--- src/rtl/ifetch_unit.sv ---
// ifetch_unit: owns the fetch PC, issues in-order imem word requests and buffers {pc, word}
// pairs for the decoder. Define IFETCH_MISALIGN_TRAP_EN to trap on misaligned redirect targets.
module ifetch_unit #(
   parameter logic [31:0] RESET_PC   = 32'h0000_0000,
   parameter int unsigned FIFO_DEPTH = 2
) (
   input  logic        sys_clk,
   input  logic        rst_n,
   output logic        imem_req_valid_o,
   input  logic        imem_req_ready_i,
   output logic [31:0] imem_addr_o,
   input  logic        imem_resp_valid_i,
   input  logic [31:0] imem_resp_data_i,
   input  logic        redirect_i,
   input  logic [31:0] redirect_pc_i,
   output logic        ins_valid_o,
   output logic [31:0] ins_o,
   output logic [31:0] pc_o,
   output logic [31:0] pc_plus4_o,
   input  logic        id_ready_i,
   output logic        trap_o
);
   localparam int unsigned   AW      = $clog2(FIFO_DEPTH);
   localparam int unsigned   CW      = AW + 1;
   localparam logic [CW-1:0] DEPTH_C = CW'(FIFO_DEPTH);

   logic [31:0]   fetch_pc_q, fetch_pc_d;
   logic [31:0]   resp_pc_q, resp_pc_d;
   logic [CW-1:0] inflight_q, inflight_d;
   logic [CW-1:0] discard_q, discard_d;
   logic [CW-1:0] count_q, count_d;
   logic [AW-1:0] wr_ptr_q, wr_ptr_d;
   logic [AW-1:0] rd_ptr_q, rd_ptr_d;
   logic          trap_q, trap_d;
   logic [31:0]   ins_mem_q [FIFO_DEPTH];
   logic [31:0]   pc_mem_q  [FIFO_DEPTH];

   logic [31:0]   redirect_tgt;
   logic          misaligned;
   logic [CW:0]   occupancy;
   logic          req_hs, push, pop;

   assign redirect_tgt = redirect_pc_i & 32'hFFFF_FFFC;
`ifdef IFETCH_MISALIGN_TRAP_EN
   assign misaligned = |redirect_pc_i[1:0];
`else
   assign misaligned = 1'b0;
`endif

   // In-flight words count against FIFO space so every response always has a slot.
   assign occupancy        = {1'b0, inflight_q} + {1'b0, count_q};
   assign imem_req_valid_o = rst_n && !redirect_i && !trap_q && (occupancy < {1'b0, DEPTH_C});
   assign imem_addr_o      = fetch_pc_q;
   assign req_hs           = imem_req_valid_o && imem_req_ready_i;

   assign ins_valid_o = rst_n && (count_q != '0);
   assign ins_o       = ins_valid_o ? ins_mem_q[rd_ptr_q] : '0;
   assign pc_o        = ins_valid_o ? pc_mem_q[rd_ptr_q] : '0;
   assign pc_plus4_o  = ins_valid_o ? pc_mem_q[rd_ptr_q] + 32'd4 : '0;
   assign trap_o      = rst_n && trap_q;

   assign push = imem_resp_valid_i && (discard_q == '0) && !trap_q && !redirect_i;
   assign pop  = ins_valid_o && id_ready_i && !redirect_i;

   always_comb begin
      fetch_pc_d = fetch_pc_q;
      resp_pc_d  = resp_pc_q;
      inflight_d = inflight_q + CW'(req_hs) - CW'(imem_resp_valid_i);
      discard_d  = discard_q;
      count_d    = count_q;
      wr_ptr_d   = wr_ptr_q;
      rd_ptr_d   = rd_ptr_q;
      trap_d     = trap_q;
      if (redirect_i) begin
         // Words still owed by memory after this cycle all belong to the old path.
         fetch_pc_d = redirect_tgt;
         resp_pc_d  = redirect_tgt;
         discard_d  = inflight_q - CW'(imem_resp_valid_i);
         count_d    = '0;
         wr_ptr_d   = '0;
         rd_ptr_d   = '0;
         trap_d     = misaligned;
      end else begin
         if (req_hs) begin
            fetch_pc_d = fetch_pc_q + 32'd4;
         end
         if (imem_resp_valid_i && (discard_q != '0)) begin
            discard_d = discard_q - CW'(1);
         end
         if (push) begin
            resp_pc_d = resp_pc_q + 32'd4;
            wr_ptr_d  = wr_ptr_q + AW'(1);
         end
         if (pop) begin
            rd_ptr_d = rd_ptr_q + AW'(1);
         end
         count_d = count_q + CW'(push) - CW'(pop);
      end
   end

   always_ff @(posedge sys_clk) begin
      if (!rst_n) begin
         fetch_pc_q <= RESET_PC;
         resp_pc_q  <= RESET_PC;
         inflight_q <= '0;
         discard_q  <= '0;
         count_q    <= '0;
         wr_ptr_q   <= '0;
         rd_ptr_q   <= '0;
         trap_q     <= 1'b0;
      end else begin
         fetch_pc_q <= fetch_pc_d;
         resp_pc_q  <= resp_pc_d;
         inflight_q <= inflight_d;
         discard_q  <= discard_d;
         count_q    <= count_d;
         wr_ptr_q   <= wr_ptr_d;
         rd_ptr_q   <= rd_ptr_d;
         trap_q     <= trap_d;
      end
   end

   always_ff @(posedge sys_clk) begin
      if (push) begin
         ins_mem_q[wr_ptr_q] <= imem_resp_data_i;
         pc_mem_q[wr_ptr_q]  <= resp_pc_q;
      end
   end

   assert property (@(posedge sys_clk) disable iff (!rst_n) !(push && (count_q == DEPTH_C)));

endmodule
--- config.mk ---
export PLATFORM = sky130hd
export DESIGN_NAME = ifetch_unit
export DESIGN_NICKNAME = d
export VERILOG_FILES = /design/src/rtl/ifetch_unit.sv
export SDC_FILE = /design/constraint.sdc
export NUM_CORES = 1
export LEC_CHECK = 0
export BUFFER_PORTS_ARGS = -buffer_cell sky130_fd_sc_hd__buf_2
export CAP_MARGIN = 20
export CORE_AREA = 2 2 130 132
export CTS_CLUSTER_SIZE = 30
export DETAILED_ROUTE_END_ITERATION = 10
export DIE_AREA = 0 0 132 134
export HOLD_SLACK_MARGIN = 0.06
export PLACE_DENSITY = 0.81
export SLEW_MARGIN = 20
export SYNTH_ARGS = -nofsm -noshare
export SYNTH_HDL_FRONTEND = slang
export SYNTH_SLANG_ARGS = --single-unit
--- constraint.sdc ---
create_clock -name sys_clk -period 10.7 [get_ports sys_clk]
set_input_delay 1.605 -clock sys_clk [delete_from_list [all_inputs] [get_ports sys_clk]]
set_output_delay 1.605 -clock sys_clk [all_outputs]
set_load 0.1 [all_outputs]
Word level (Yosys, flattened, before mapping)
Memory sizes are Yosys's and may differ from the RTL's. A register that Yosys moved wholly into a read port is not among the register bits. Cells that the tools add are included.

Flip-flop bits (word level): 72. Memory bits (writable): 128. Input port bits: 70. Logic and storage cells: 57. Memories: 2.

Memory list: ins_mem_q (words 2, width 32, read ports 1, clocked after memory_dff 1, wr ports 1, line 35) `logic [31:0] ins_mem_q [FIFO_DEPTH];`; pc_mem_q (words 2, width 32, read ports 1, clocked after memory_dff 1, wr ports 1, line 36) `logic [31:0] pc_mem_q [FIFO_DEPTH];`.

Add/subtract/negate cells: 12. $lt $le $gt $ge: 1. Mux-type cells: 15. Bitwise gates (word level): 1. Reduce and logical (&&, ||, !) cells: 17.

Operators by type and width (number): two-way mux 32 bit (7); adder 32 x 3 -> 32 bit, second input constant (3); nonzero test 2 bit (5); logical AND 1 bit (9); two-way mux 1 bit (6); subtractor 2 x 1 -> 2 bit (3); adder 2 x 1 -> 2 bit (2); two-way mux 2 bit (2); adder 2 x 2 -> 3 bit (1); < comparator 3 x 2 -> 1 bit, second input constant (1); adder 1 bit, second input constant (2); zero test 2 bit (1); OR reduction 2 bit (1); subtractor 2 x 1 -> 2 bit, second input constant (1); zero test 1 bit (1); inverter 1 bit (1).

Depth between registers and ports, before layout
Word-level depth: 6. Depth in mapped cells: 12. Depth with buffers taken out: 10.

Least setup slack after synthesis
No wires, ideal clock.

Kind: input-to-output. Start point: input rst_n. End point: output pc_plus4_o[28]. Arrival: 5958 ps. Slack: 3137 ps. Stages: 5. Path through: o21ai_0 > inv_1 > clkbuf_1 > nand2_1 > o41ai_1.

Cells in the longest elaborated chain, start to end: 2.

Ends and longest elaborated chain: from (decl) (line 8) `input logic rst_n,`; logical AND 1 bit (line 56) `assign ins_valid_o = rst_n && (count_q != '0);`; via ins_valid_o (line 16) `output logic ins_valid_o,`; two-way mux 32 bit (line 59) `assign pc_plus4_o = ins_valid_o ? pc_mem_q[rd_ptr_q] + 32'd4 : '0;`; to (decl) (line 19) `output logic [31:0] pc_plus4_o,`.

The timed path passes the listed nets, and every way through them passes these cells.

Final worst setup path
Start point: input rst_n. End point: output pc_plus4_o[23].

Cells in the longest elaborated chain, start to end: 2.

Ends and longest elaborated chain (line): logical AND 1 bit (56); two-way mux 32 bit (59).

No other way between the ends.

==> impl_metrics.ini <==
[route]
antenna_left = 0
drt_iter0_drc = 688
drc = 0
via_count = 7402
drt_pass1_iterations = 5
vias_per_cell = 5.74
wl_per_cell_microns = 16.8
routed_wirelength_mm = 21.7

[outcome]
status = finished, final reports clean

[setup_path]
path_class = in -> out
crit_required_ns = 9.10
r2r-end = inflight_q[0]
r2r-start = count_q[0]
crit_start = rst_n
crit_path_end_kind = output pin
critPathCapture = pc_plus4_o[23]
r2r_setup_slack_ns = 7.42
arrival_ns = 3.85
path_max_fanout = 83
rr_worst_depth = 9
start_kind = input pin

[timing]
fin_skew_ns = 0.00838
clock.fmax_mhz = 183
fin_setup_tns_ns = 0
final_hold_viol_count = 0
layout_min_cycle_time_ns = 5.46
finalWorstSetupSlack_ns = 5.24
slew_violations = 0
finalCritPeriodShare = 0.510
setup_viol = 0
rsz0062_at_grt = false
worst_pin_slew_ns = 0.826
slew_headroom = 0.449

[yosys]
yosys_register_bits = 193
yosysTopAreaCellShare = 0.397
syn-cell-area_sq_um = 9380
yosysWarnings = 0
synth_edf_count = 124
yosys.area.top_type = edfxtp_1
yosys_most_used_dff = edfxtp_1
async_flop_share = 0
synth_cell_type_count = 65
synth_cells = 885
yosysSeqAreaShare = 0.544
avgSynthCellArea_sq_um = 10.6
synth_area_leaders = edfxtp_1 40%, dfxtp_1 15%, mux2i_1 6.0%

[floorplan]
num_rows = 47
coreArea_sq_um = 16300
chipHeight_microns = 134
die_area_sq_um = 17700
boundaryPins = 201
initial_core_util = 0.576
die_w_microns = 132

[clock_network]
cts_tree = yes
cts_resized = 0
clock_latency_ns = 0.43
clock_sinks = 193
post_cts_buffers = 0
clock_path_buffers = 2
hold_buffers = 0
htree_levels = 4
path_clk_slew_ns = 0.07
cts_root_buffer = clkbuf_16
cts_buffers = 17

[flow_run]
drv_cap = 0

[power]
power.switching_w = 0.000497
p_seq_frac = 0.495
powerDensity_nw_per_um2 = 156
p_int_w = 0.00124
power.leakage_nw = 4.18
clockPowerShare = 0.369
vdd_drop_max_v = 0.000126
switching_share = 0.287
combPwrFrac = 0.136

[cells_and_area]
final_cells = 1290
diodes = 0
fillers = 1248
multi_input_area_sq_um = 4030
drive_gt1_frac = 0.238
area_growth_pct = 18.4
final_nets = 1137
seqCellArea_sq_um = 5110

[global_route]
grt_first_pass_wirelength_mm = 34.4
grt_pass1_vias = 6714
grtUsageMet1 = 0.353
top_usage_layer = met2
antenna_found_initial = 1
grtUsageMet2 = 0.374
overflow = 0
met3_usage = 0.0533
grt_util_all_layers = 0.243
grt_max_degree = 84

[placement]
dp_hpwl_mm = 14.7
port_buffers = 191
gp_congestion = 0.877
dp_slack_ns = 5.25
dp.cells = 1256

[worst_hold_path]
hold_path_class = reg -> reg
through the flow:
stage	cell area (sq um)	total power, W	util	hold slack, ns
floorplan	9410	0.00106	-	0.441
global placement	10500	0.00110	0.643	0.459
detailed placement	10500	0.00111	0.643	0.468
CTS	11100	0.00174	0.680	0.485
global route	11100	0.00179	0.682	0.512
finish	11100	0.00174	0.682	0.488
critical path, stage by stage:
cell,delay [ns]
buf_2,0.45
o21ai_4,0.09
buf_4,0.36
inv_1,0.43
nand2_1,0.10
o31ai_1,0.26
buf_2,0.50
worst min path at each step:
stage | start | endpoint | slack (ns) | cells after the start
4_1_cts | resp_pc_q[23] | pc_mem_q[1][23] | 0.48 | 0
3_5_place_dp | resp_pc_q[23] | pc_mem_q[0][23] | 0.47 | 0
3_3_place_gp | resp_pc_q[23] | pc_mem_q[1][23] | 0.46 | 0
2_1_floorplan | resp_pc_q[23] | pc_mem_q[0][23] | 0.44 | 0
5_1_grt | resp_pc_q[23] | pc_mem_q[1][23] | 0.51 | 0
6_report | resp_pc_q[23] | pc_mem_q[1][23] | 0.49 | 0
synthesized netlist by cell type (all sizes together), types with 7 or more instances:
cell and instances:
a21oi 41, and3 10, xor2 33, a31oi 21, xnor2 25, o22ai 7, and4 7, nand3 40
nand4 34, clkbuf 29, mux2 9, nor3 16, o31ai 7, dfxtp 69, nor2b 7, nand3b 9
mux2i 56, o21ai 41, nor2 106, ha 9, inv 13, and2 11, nand2 67, edfxtp 124
buf 24
registers in the layout, summed over array words and instances, names as in the netlist, named ones only:
| signal | cells |
|---|---|
| pc_mem_q | 60 |
| discard_q | 2 |
| count_q | 2 |
| rd_ptr_q | 1 |
| inflight_q | 2 |
| ins_mem_q | 64 |
| wr_ptr_q | 1 |
| resp_pc_q | 30 |
| imem_addr_o | 30 |
power groups by stage:
stage	clock, W	combinational (W)	sequential, W
after floorplan	0	0.000139	0.000918
after global placement	0	0.000230	0.000873
after detailed placement	0	0.000233	0.000875
after CTS	0.000645	0.000235	0.000859
after global routing	0.000672	0.000252	0.000864
final	0.000640	0.000236	0.000860
placed cells by master, fill, tap and decap left out, types with 34 or more instances in the layout:
| master | count |
|---|---|
| a21oi_1 | 41 |
| buf_2 | 191 |
| dfxtp_1 | 68 |
| edfxtp_1 | 124 |
| mux2i_1 | 56 |
| nand2_1 | 67 |
| nand3_1 | 37 |
| nand4_1 | 34 |
| nor2_1 | 104 |
| o21ai_0 | 40 |
cell type report:
type / count / area share
repair buffers: 200 / 0.0940
flip-flops and latches: 193 / 0.460
inverters: 13 / 0.00439
clock buffers: 17 / 0.0383
well taps: 220 / 0.0248
clock inverters: 15 / 0.0157
multi-input cells: 632 / 0.363
logic make-up (layout without fill, tap and decap cells):
| family | after synthesis | after routing | share of synthesized area |
|---|---|---|---|
| fa+ha+maj | 10 | 10 | 0.0141 |
| mux | 65 | 65 | 0.0705 |
| simple gates | 330 | 330 | 0.176 |
| compound gates | 162 | 162 | 0.109 |
| buf+inv | 66 | 245 | 0.0316 |
| flops | 193 | 193 | 0.544 |
| xor+xnor | 58 | 58 | 0.0541 |
| other cells | 1 | 7 | 0.000400 |
per-layer routing:
layer  vias up  share of wire
met5         -              0
met4         0          0.012
met3        20          0.084
met2       315           0.45
met1      3462           0.45
li1       3605              -
Power figures use the tool's default switching activity.
